File: src/rtl/mem_stage_lsu_if.sv
// Request/response and RAM-side signals of the MEM-stage load/store unit.
//   master : pipeline/environment side (drives requests and RAM read data)
//   slave  : the LSU itself (drives stall, load result, fault and RAM controls)
// Signals:
//   req_valid/req_load/req_store/req_size/req_unsigned/req_addr/req_wdata : access request
//   stall, load_data, load_valid, fault                                   : pipeline response
//   mem_read_en, mem_write_en, mem_address, mem_in                         : to word RAM
//   mem_out                                                                : RAM read data
interface mem_stage_lsu_if #(
   parameter int unsigned LEN_WORD = 32
);
   logic                req_valid;
   logic                req_load;
   logic                req_store;
   logic [1:0]          req_size;
   logic                req_unsigned;
   logic [LEN_WORD-1:0] req_addr;
   logic [LEN_WORD-1:0] req_wdata;
   logic                stall;
   logic [LEN_WORD-1:0] load_data;
   logic                load_valid;
   logic                fault;
   logic                mem_read_en;
   logic                mem_write_en;
   logic [LEN_WORD-1:0] mem_address;
   logic [LEN_WORD-1:0] mem_in;
   logic [LEN_WORD-1:0] mem_out;

   modport master (
      output req_valid, req_load, req_store, req_size, req_unsigned, req_addr, req_wdata,
      output mem_out,
      input  stall, load_data, load_valid, fault,
      input  mem_read_en, mem_write_en, mem_address, mem_in
   );

   modport slave (
      input  req_valid, req_load, req_store, req_size, req_unsigned, req_addr, req_wdata,
      input  mem_out,
      output stall, load_data, load_valid, fault,
      output mem_read_en, mem_write_en, mem_address, mem_in
   );
endinterface

File: src/rtl/mem_stage_lsu.sv
// MEM-stage load/store unit between the EX/MEM register and a word-addressed RAM.
// Converts byte addresses to word indices, extends sub-word loads, and performs sub-word
// stores as a two-cycle read-modify-write (one stall cycle). Illegal, misaligned and
// out-of-range requests raise a one-cycle fault pulse and never touch memory.
// Build option: define LSU_SUBWORD_EN to enable byte/halfword accesses and the RMW FSM;
// without it only word accesses are legal and stall is tied low.
// Ports:
//   i_clk   : clock, rising edge
//   i_reset : asynchronous reset, active low
//   bus     : mem_stage_lsu_if.slave (request, response and RAM signals)
// Lane logic assumes 4-byte words (LEN_WORD = 32).
module mem_stage_lsu #(
   parameter int unsigned LEN_WORD = 32,
   parameter int unsigned SIZE_MEM = 1024
) (
   input logic            i_clk,
   input logic            i_reset,
   mem_stage_lsu_if.slave bus
);
   localparam logic [1:0] SzByte = 2'b00;
   localparam logic [1:0] SzHalf = 2'b01;
   localparam logic [1:0] SzWord = 2'b10;

   logic [LEN_WORD-1:0] w_idx;
   logic                w_dir_ok;
   logic                w_align_ok;
   logic                w_range_ok;
   logic                w_legal;
   logic [7:0]          w_byte;
   logic [15:0]         w_half;
   logic [LEN_WORD-1:0] w_ext;
   logic                w_load_valid_d;
   logic                w_fault_d;
   logic [LEN_WORD-1:0] r_load_data;
   logic                r_load_valid;
   logic                r_fault;

`ifdef LSU_SUBWORD_EN
   typedef enum logic [0:0] {StIdle, StRmwWrite} state_e;
   state_e              r_state;
   state_e              w_state_next;
   logic [LEN_WORD-1:0] w_merge;
   logic [LEN_WORD-1:0] r_merge;
   logic [LEN_WORD-1:0] r_idx;
`endif

   assign w_idx      = {2'b00, bus.req_addr[LEN_WORD-1:2]};
   assign w_dir_ok   = bus.req_load ^ bus.req_store;
   assign w_range_ok = w_idx < LEN_WORD'(SIZE_MEM);
   assign w_legal    = w_dir_ok & w_align_ok & w_range_ok;

   // Size legality doubles as the alignment check; size 11 always falls to default.
   always_comb begin
      w_align_ok = 1'b0;
      case (bus.req_size)
`ifdef LSU_SUBWORD_EN
         SzByte:  w_align_ok = 1'b1;
         SzHalf:  w_align_ok = ~bus.req_addr[0];
`endif
         SzWord:  w_align_ok = (bus.req_addr[1:0] == 2'b00);
         default: w_align_ok = 1'b0;
      endcase
   end

   // Little-endian lane pick from the RAM word.
   assign w_byte = bus.mem_out[{bus.req_addr[1:0], 3'b000} +: 8];
   assign w_half = bus.mem_out[{bus.req_addr[1], 4'b0000} +: 16];

   always_comb begin
      w_ext = bus.mem_out;
      if (bus.req_size == SzByte) begin
         w_ext = {{(LEN_WORD-8){w_byte[7] & ~bus.req_unsigned}}, w_byte};
      end else if (bus.req_size == SzHalf) begin
         w_ext = {{(LEN_WORD-16){w_half[15] & ~bus.req_unsigned}}, w_half};
      end
   end

`ifdef LSU_SUBWORD_EN
   // Old word with the target lane overwritten by the low store data.
   always_comb begin
      w_merge = bus.mem_out;
      if (bus.req_size == SzByte) begin
         w_merge[{bus.req_addr[1:0], 3'b000} +: 8] = bus.req_wdata[7:0];
      end else begin
         w_merge[{bus.req_addr[1], 4'b0000} +: 16] = bus.req_wdata[15:0];
      end
   end
`endif

   // Next state and RAM/stall outputs; everything is forced low while reset is held.
   always_comb begin
`ifdef LSU_SUBWORD_EN
      w_state_next     = r_state;
`endif
      w_load_valid_d   = 1'b0;
      w_fault_d        = 1'b0;
      bus.stall        = 1'b0;
      bus.mem_read_en  = 1'b0;
      bus.mem_write_en = 1'b0;
      bus.mem_address  = '0;
      bus.mem_in       = '0;
      if (i_reset) begin
`ifdef LSU_SUBWORD_EN
         if (r_state == StRmwWrite) begin
            // Held request is ignored; write back the merged word.
            bus.mem_write_en = 1'b1;
            bus.mem_in       = r_merge;
            bus.mem_address  = r_idx;
            w_state_next     = StIdle;
         end else
`endif
         if (bus.req_valid) begin
            if (!w_legal) begin
               w_fault_d = 1'b1;
            end else if (bus.req_load) begin
               bus.mem_read_en = 1'b1;
               bus.mem_address = w_idx;
               w_load_valid_d  = 1'b1;
            end else if (bus.req_size == SzWord) begin
               bus.mem_write_en = 1'b1;
               bus.mem_address  = w_idx;
               bus.mem_in       = bus.req_wdata;
            end
`ifdef LSU_SUBWORD_EN
            else begin
               bus.mem_read_en = 1'b1;
               bus.mem_address = w_idx;
               bus.stall       = 1'b1;
               w_state_next    = StRmwWrite;
            end
`endif
         end
      end
   end

`ifdef LSU_SUBWORD_EN
   always_ff @(posedge i_clk or negedge i_reset) begin
      if (!i_reset) begin
         r_state <= StIdle;
      end else begin
         r_state <= w_state_next;
      end
   end

   always_ff @(posedge i_clk or negedge i_reset) begin
      if (!i_reset) begin
         r_merge <= '0;
         r_idx   <= '0;
      end else if (r_state == StIdle && w_state_next == StRmwWrite) begin
         r_merge <= w_merge;
         r_idx   <= w_idx;
      end
   end
`endif

   always_ff @(posedge i_clk or negedge i_reset) begin
      if (!i_reset) begin
         r_load_data  <= '0;
         r_load_valid <= 1'b0;
         r_fault      <= 1'b0;
      end else begin
         r_load_valid <= w_load_valid_d;
         r_fault      <= w_fault_d;
         if (w_load_valid_d) begin
            r_load_data <= w_ext;
         end
      end
   end

   assign bus.load_data  = r_load_data;
   assign bus.load_valid = r_load_valid;
   assign bus.fault      = r_fault;
endmodule

File: src/flat_wrapper.sv
// flat-port wrapper written by rule: the top's interface ports become plain ports
module mem_stage_lsu_flat 
#(
   parameter int unsigned LEN_WORD = 32,
   parameter int unsigned SIZE_MEM = 1024
)
  (i_clk, i_reset, bus_req_valid, bus_req_load, bus_req_store, bus_req_size, bus_req_unsigned, bus_req_addr, bus_req_wdata, bus_mem_out, bus_stall, bus_load_data, bus_load_valid, bus_fault, bus_mem_read_en, bus_mem_write_en, bus_mem_address, bus_mem_in);
  mem_stage_lsu_if #(.LEN_WORD(LEN_WORD)) bus_i ();
  input logic i_clk;
  input logic i_reset;
  input wire logic [$bits(bus_i.req_valid)-1:0] bus_req_valid;
  input wire logic [$bits(bus_i.req_load)-1:0] bus_req_load;
  input wire logic [$bits(bus_i.req_store)-1:0] bus_req_store;
  input wire logic [$bits(bus_i.req_size)-1:0] bus_req_size;
  input wire logic [$bits(bus_i.req_unsigned)-1:0] bus_req_unsigned;
  input wire logic [$bits(bus_i.req_addr)-1:0] bus_req_addr;
  input wire logic [$bits(bus_i.req_wdata)-1:0] bus_req_wdata;
  input wire logic [$bits(bus_i.mem_out)-1:0] bus_mem_out;
  output wire logic [$bits(bus_i.stall)-1:0] bus_stall;
  output wire logic [$bits(bus_i.load_data)-1:0] bus_load_data;
  output wire logic [$bits(bus_i.load_valid)-1:0] bus_load_valid;
  output wire logic [$bits(bus_i.fault)-1:0] bus_fault;
  output wire logic [$bits(bus_i.mem_read_en)-1:0] bus_mem_read_en;
  output wire logic [$bits(bus_i.mem_write_en)-1:0] bus_mem_write_en;
  output wire logic [$bits(bus_i.mem_address)-1:0] bus_mem_address;
  output wire logic [$bits(bus_i.mem_in)-1:0] bus_mem_in;
  assign bus_i.req_valid = bus_req_valid;
  assign bus_i.req_load = bus_req_load;
  assign bus_i.req_store = bus_req_store;
  assign bus_i.req_size = bus_req_size;
  assign bus_i.req_unsigned = bus_req_unsigned;
  assign bus_i.req_addr = bus_req_addr;
  assign bus_i.req_wdata = bus_req_wdata;
  assign bus_i.mem_out = bus_mem_out;
  assign bus_stall = bus_i.stall;
  assign bus_load_data = bus_i.load_data;
  assign bus_load_valid = bus_i.load_valid;
  assign bus_fault = bus_i.fault;
  assign bus_mem_read_en = bus_i.mem_read_en;
  assign bus_mem_write_en = bus_i.mem_write_en;
  assign bus_mem_address = bus_i.mem_address;
  assign bus_mem_in = bus_i.mem_in;
  mem_stage_lsu #(.LEN_WORD(LEN_WORD), .SIZE_MEM(SIZE_MEM)) u_core (.i_clk(i_clk), .i_reset(i_reset), .bus(bus_i));
endmodule
File: config.mk
export PLATFORM = sky130hd
export DESIGN_NAME = mem_stage_lsu_flat
export DESIGN_NICKNAME = d
export VERILOG_FILES = /design/src/rtl/mem_stage_lsu_if.sv /design/src/rtl/mem_stage_lsu.sv /design/src/flat_wrapper.sv
export SDC_FILE = /design/constraint.sdc
export NUM_CORES = 1
export LEC_CHECK = 0
export ABC_AREA = 1
export CAP_MARGIN = 5
export CELL_PAD_IN_SITES_DETAIL_PLACEMENT = 1
export CELL_PAD_IN_SITES_GLOBAL_PLACEMENT = 1
export CORE_ASPECT_RATIO = 1.5
export CORE_MARGIN = 4
export CORE_UTILIZATION = 23
export DETAILED_ROUTE_END_ITERATION = 8
export PLACE_DENSITY = 0.89
export SLEW_MARGIN = 20
export SYNTH_ARGS = -nofsm -noshare
export SYNTH_HDL_FRONTEND = slang
export SYNTH_SLANG_ARGS = --single-unit
File: constraint.sdc
create_clock -name i_clk -period 1.4 [get_ports i_clk]
set_input_delay 0.21 -clock i_clk [delete_from_list [all_inputs] [get_ports i_clk]]
set_output_delay 0.21 -clock i_clk [all_outputs]
set_load 0.02 [all_outputs]
# Yosys cells after proc, flatten, opt, wreduce, memory -nomap -nowiden
# Index checks and enable logic that the tools add are counted.
# totals
ff_bits,34
elab_cells,41
out_inout_bits,101
inputBits,104
# classes
n_lt_le_gt_ge,1
n_bitwise,6
eq_ne,2
shifts,2
n_mux,25
reduce_logical,2
# op_table
cell,count
32-bit two-way mux,11
32-bit by 6-bit indexed part select with 16-bit output,1
32-bit by 6-bit indexed part select with 8-bit output,1
30-bit by 11-bit < comparator with 1-bit output (second input constant),1
30-bit two-way mux,1
1-bit two-way mux,13
1-bit AND,4
2-bit zero test,2
2-bit by 1-bit == test with 1-bit output (second input constant),1
2-bit == test (second input constant),1
1-bit NOT,1
1-bit XOR,1

# Longest topological paths before layout
# logic_depth
word_depth,7
mapped_depth,10
mapped_depth_nobuf,9

# Worst setup path after synthesis
# OpenSTA, ideal clock, no wires.
# synth_path
path_type,in2out
from,input port bus_req_addr[12]
to,output port bus_mem_address[0]
t_required_ps,1190
setup_slack_ps,-217
path_buffers,0
stages,7
arrival_ps,1407
path_cell_list,nor2_1 nand2_1 nor2_1 nand2_1 nor2_8 inv_2 nor3b_1
# synth_between
elab_chain_cells,5
# synth_rtl
element,line_no,text
start: declaration,flat_wrapper.sv:16,input wire logic [$bits(bus_i.req_addr)-1:0] bus_req_addr;
30-bit by 11-bit < comparator with 1-bit output,mem_stage_lsu.sv:49,assign w_range_ok = w_idx < LEN_WORD'(SIZE_MEM);
1-bit AND,mem_stage_lsu.sv:50,assign w_legal = w_dir_ok & w_align_ok & w_range_ok;
32-bit two-way mux,mem_stage_lsu.sv:113,if (!w_legal) begin
32-bit two-way mux,mem_stage_lsu.sv:112,if (bus.req_valid) begin
32-bit two-way mux,mem_stage_lsu.sv:102,if (i_reset) begin
end: declaration,flat_wrapper.sv:25,output wire logic [$bits(bus_i.mem_address)-1:0] bus_mem_address;
# Every way passes these cells.

# Worst setup path in the final report
# layout_path
from,input port bus_req_store
to,output port bus_mem_in[1]
# layout_between
elab_chain_cells,6
# layout_rtl
element,line_no,text
start: declaration,flat_wrapper.sv:13,input wire logic [$bits(bus_i.req_store)-1:0] bus_req_store;
1-bit XOR,mem_stage_lsu.sv:48,assign w_dir_ok = bus.req_load ^ bus.req_store;
1-bit AND (2 in series),mem_stage_lsu.sv:50,
32-bit two-way mux,mem_stage_lsu.sv:113,
32-bit two-way mux,mem_stage_lsu.sv:112,
32-bit two-way mux,mem_stage_lsu.sv:102,
end: declaration,flat_wrapper.sv:26,output wire logic [$bits(bus_i.mem_in)-1:0] bus_mem_in;
# Every way passes these cells.

==> metrics.md <==
| Metric | Value |
|---|---|
| Outcome | finished with violations |
| Failing checks | negative setup slack |
| Crit-path slowest cell | buf_4 |
| Worst path cell trace | buf_6, inv_1, nand2_1, nand2_2, nor2_4, nand2_4, nor2_8, nand3_4, buf_4, nor2_4, buf_6 |
| Syn Area/Cell | roughly 5.9 um^2 |
| Initial antenna violation count | 0 |
| Routed length per instance | around 19 um |
| Setup TNS | -15.55 ns |
| Starting Density | about a quarter |
| Layout cells sized above 1 | between 30% and 40% |
| CTS Buffer Depth | 2 |
| Crit. End Element | output pin |
| NumNets Final | 840 |
| Filler Cell Count | between 1500 and 2000 |
| PwrDens | around 490 mW/mm^2 |
| CTS buffer count | 5 |
| Fin. max-slew vios | 0 |
| Layout area overhead | 102% |
| RSZ-0062 raised after global routing | true |
| IO Pins | approximately 210 |
| Fin area | approximately 0.0062 mm^2 |
| Max-Cap Viols | 0 |
| Yosys cell types | 22 |
| WS Path Type | in2out |
| Final WS setup | -0.409 ns |
| Post-layout util | ~47% |
| Chip height | between 100 and 150 um |
| Final ANT Viol Nets | 0 |
| Count leader, synth | nand2_1 |
| Critical path required time | approximately 1.2 ns |
| Min Tclk post-route | about 1.8 ns |
| Final Skew | 0 ns |
| Grt total ovfl | 0 |
| Commonest cells in the netlist | 155 x nand2_1, 121 x inv_1, 49 x nor2_1, 34 x dfrtp_1, 26 x nand3_1 |
| Chip width | between 100 and 150 um |
| Floorplan row count | 51 |
| Synth Warn # | 0 |
| Post-synth EDFFs | 0 |
| #FFs+latches synth | 34 |
| VDD IR max | between 600 and 700 uV |
| Synth Instances | between 500 and 600 |
| Vias in the first global route | between 4000 and 5000 |
| Core footprint | 0.0130 mm^2 |
| CTS tree | built |
| Async S/R FF share, synth | 100% |
| Die area | 0.0152 mm^2 |
| Multi-input gate area | just over 0.002 mm^2 |
| First-pass GRT wire length | about 23000 um |
| Max stage delay on crit path | ~0.22 ns |
| Root buffer cell | clkbuf_16 |
| Register area share after synthesis | 27.8% |
| Detailed placer's ending HPWL | about 11000 um |
| Crit-path max FO | 8 |
| Sequential Area | between 800 and 900 um^2 |
| Final WL | between 15000 and 20000 um |
| I/O Buffers | around 180 |
| Routability cong. | around 0.90 |
| Largest net degree at the start of global routing | 35 |
| Cell taking the most area after synthesis | dfrtp_1 |
| Top post-synthesis cells by area | dfrtp_1 28%, nand2_1 19%, inv_1 15% |
| R2R Path Start | u_core.bus.load_data[15] |
| R2r worst-path depth | 4 |
| FF-to-FF End | u_core.bus.load_data[15] |
| R2r setup slk | ~0.60 ns |
| Post-Place Setup Slack | -1.15 ns |
| Syn Std Cell Area | 0.00306 mm^2 |
| Number of H-tree levels | 2 |
| CTS clock-pin slew for the worst setup and hold paths | about 0.06 ns |
| Final setup violating endpoints | 45 |
| Gr usage total | roughly a fifth |
| DRT iter0 DRCs | 139 |
| Yosys top cell area share | around 28% |
| Hold Fails Final Rpt | 0 |
| Worst Hold Class | in2async |
| Hold slack | 0.0575 ns |
| Final Cycle Share | 129% |
| Hold Buf Count CTS | 0 |
| Synth Flop Type | dfrtp_1 |
| Clock insertion delay at the later pin of the skew report | 0.27 ns |
| Routed vias | 4029 |
| Crit path arrival time | approximately 1.6 ns |
| DR DRC count | 0 |
| Startpoint types | input port |
| Placed inst area | between 0.005 and 0.006 mm^2 |
| Sink Count | 34 |
| Drt first pass iters | 4 |
| Diodes inserted | 0 |
| Via/cell ratio | around 4.5 |
| Fmax | between 0.5 and 0.6 GHz |
| Leak | approximately 3.3 nW |
==> sequential cells by signal, indices dropped and copies added, names as in the netlist <==
| register | flops |
|---|---|
| u_core.bus.fault | 1 |
| u_core.bus.load_data | 32 |
| u_core.bus.load_valid | 1 |
==> kinds of logic after synthesis <==
group           after synthesis  synth area share, %
other cells                   1                0.123
flops                        34                 27.8
simple gates                272                 40.1
buf+inv                     169                 25.0
compound gates               38                 6.96
==> repair_timing <==
item	4_1_cts	5_1_grt
resized for setup	444	66
cloned	3	1
endpoints found under the setup margin	111	76
setup buffers	11	10
pin swaps	42	39
==> placed cells by master, fill, tap and decap left out, types with 3 or more instances in the layout <==
cell               n
a21oi_1           15
buf_12             7
buf_16             3
buf_2              6
buf_4             34
buf_6             71
clkbuf_16          5
clkdlybuf4s50_1   74
conb_1            23
dfrtp_1           34
dlygate4sd2_1     34
inv_1            117
inv_2              5
nand2_1          140
nand2_2           11
nand2_4            4
nand3_1           25
nand3b_1          17
nor2_1             6
nor2_2             3
nor2_4            52
nor3b_4           10
o211ai_1           8
o21ai_0           14
==> critical path, delay by kind of cell <==
family,cells,cell delay (ns)
simple gates,7,0.90
buf+inv,4,0.49
==> through the flow <==
| stage | power (mW) | cells |
|---|---|---|
| floorplan | 1.38 | 536 |
| global route | 3.17 | 896 |
| global placement | 1.76 | 867 |
| detailed placement | 1.79 | 867 |
| CTS | 2.95 | 888 |
| finish | 3.04 | 896 |
==> power by group <==
group | switching [mW] | internal, mW
Clock | 0.405 | 0.705
Combinational | 0.483 | 0.460
Sequential | 0.000677 | 0.985
Total | 0.889 | 2.15
==> final cells by class <==
class	instances	share of cell area (%)
sequential	34	13.8
clock inverter	1	0.0810
timing repair buffer	236	39.1
multi-input combinational	333	33.5
clock buffer	7	2.31
inverter	126	8.02
tap	159	3.22
==> how the worst max path moves through the flow <==
| stage | slack [ns] | end | startpoint |
|---|---|---|---|
| final | -0.41 | bus_mem_in[1] | bus_req_store |
| after global routing | -0.47 | bus_mem_address[6] | bus_req_load |
| after CTS | -0.34 | bus_mem_in[9] | bus_req_addr[16] |
| after detailed placement | -1.15 | bus_mem_address[0] | bus_req_size[1] |
| after global placement | -1.10 | bus_mem_address[9] | bus_req_size[0] |
| after floorplan | -0.05 | bus_mem_in[10] | bus_req_addr[29] |
==> metal layers <==
metal	global-route usage (%)	vias up	routed length [um]
met3	2.85	51	843
met2	37.8	173	9520
li1	-	1905	-
met5	0	-	0
met1	19.9	1900	5710
met4	8.34	0	869
(Power assumes the default switching activity.)
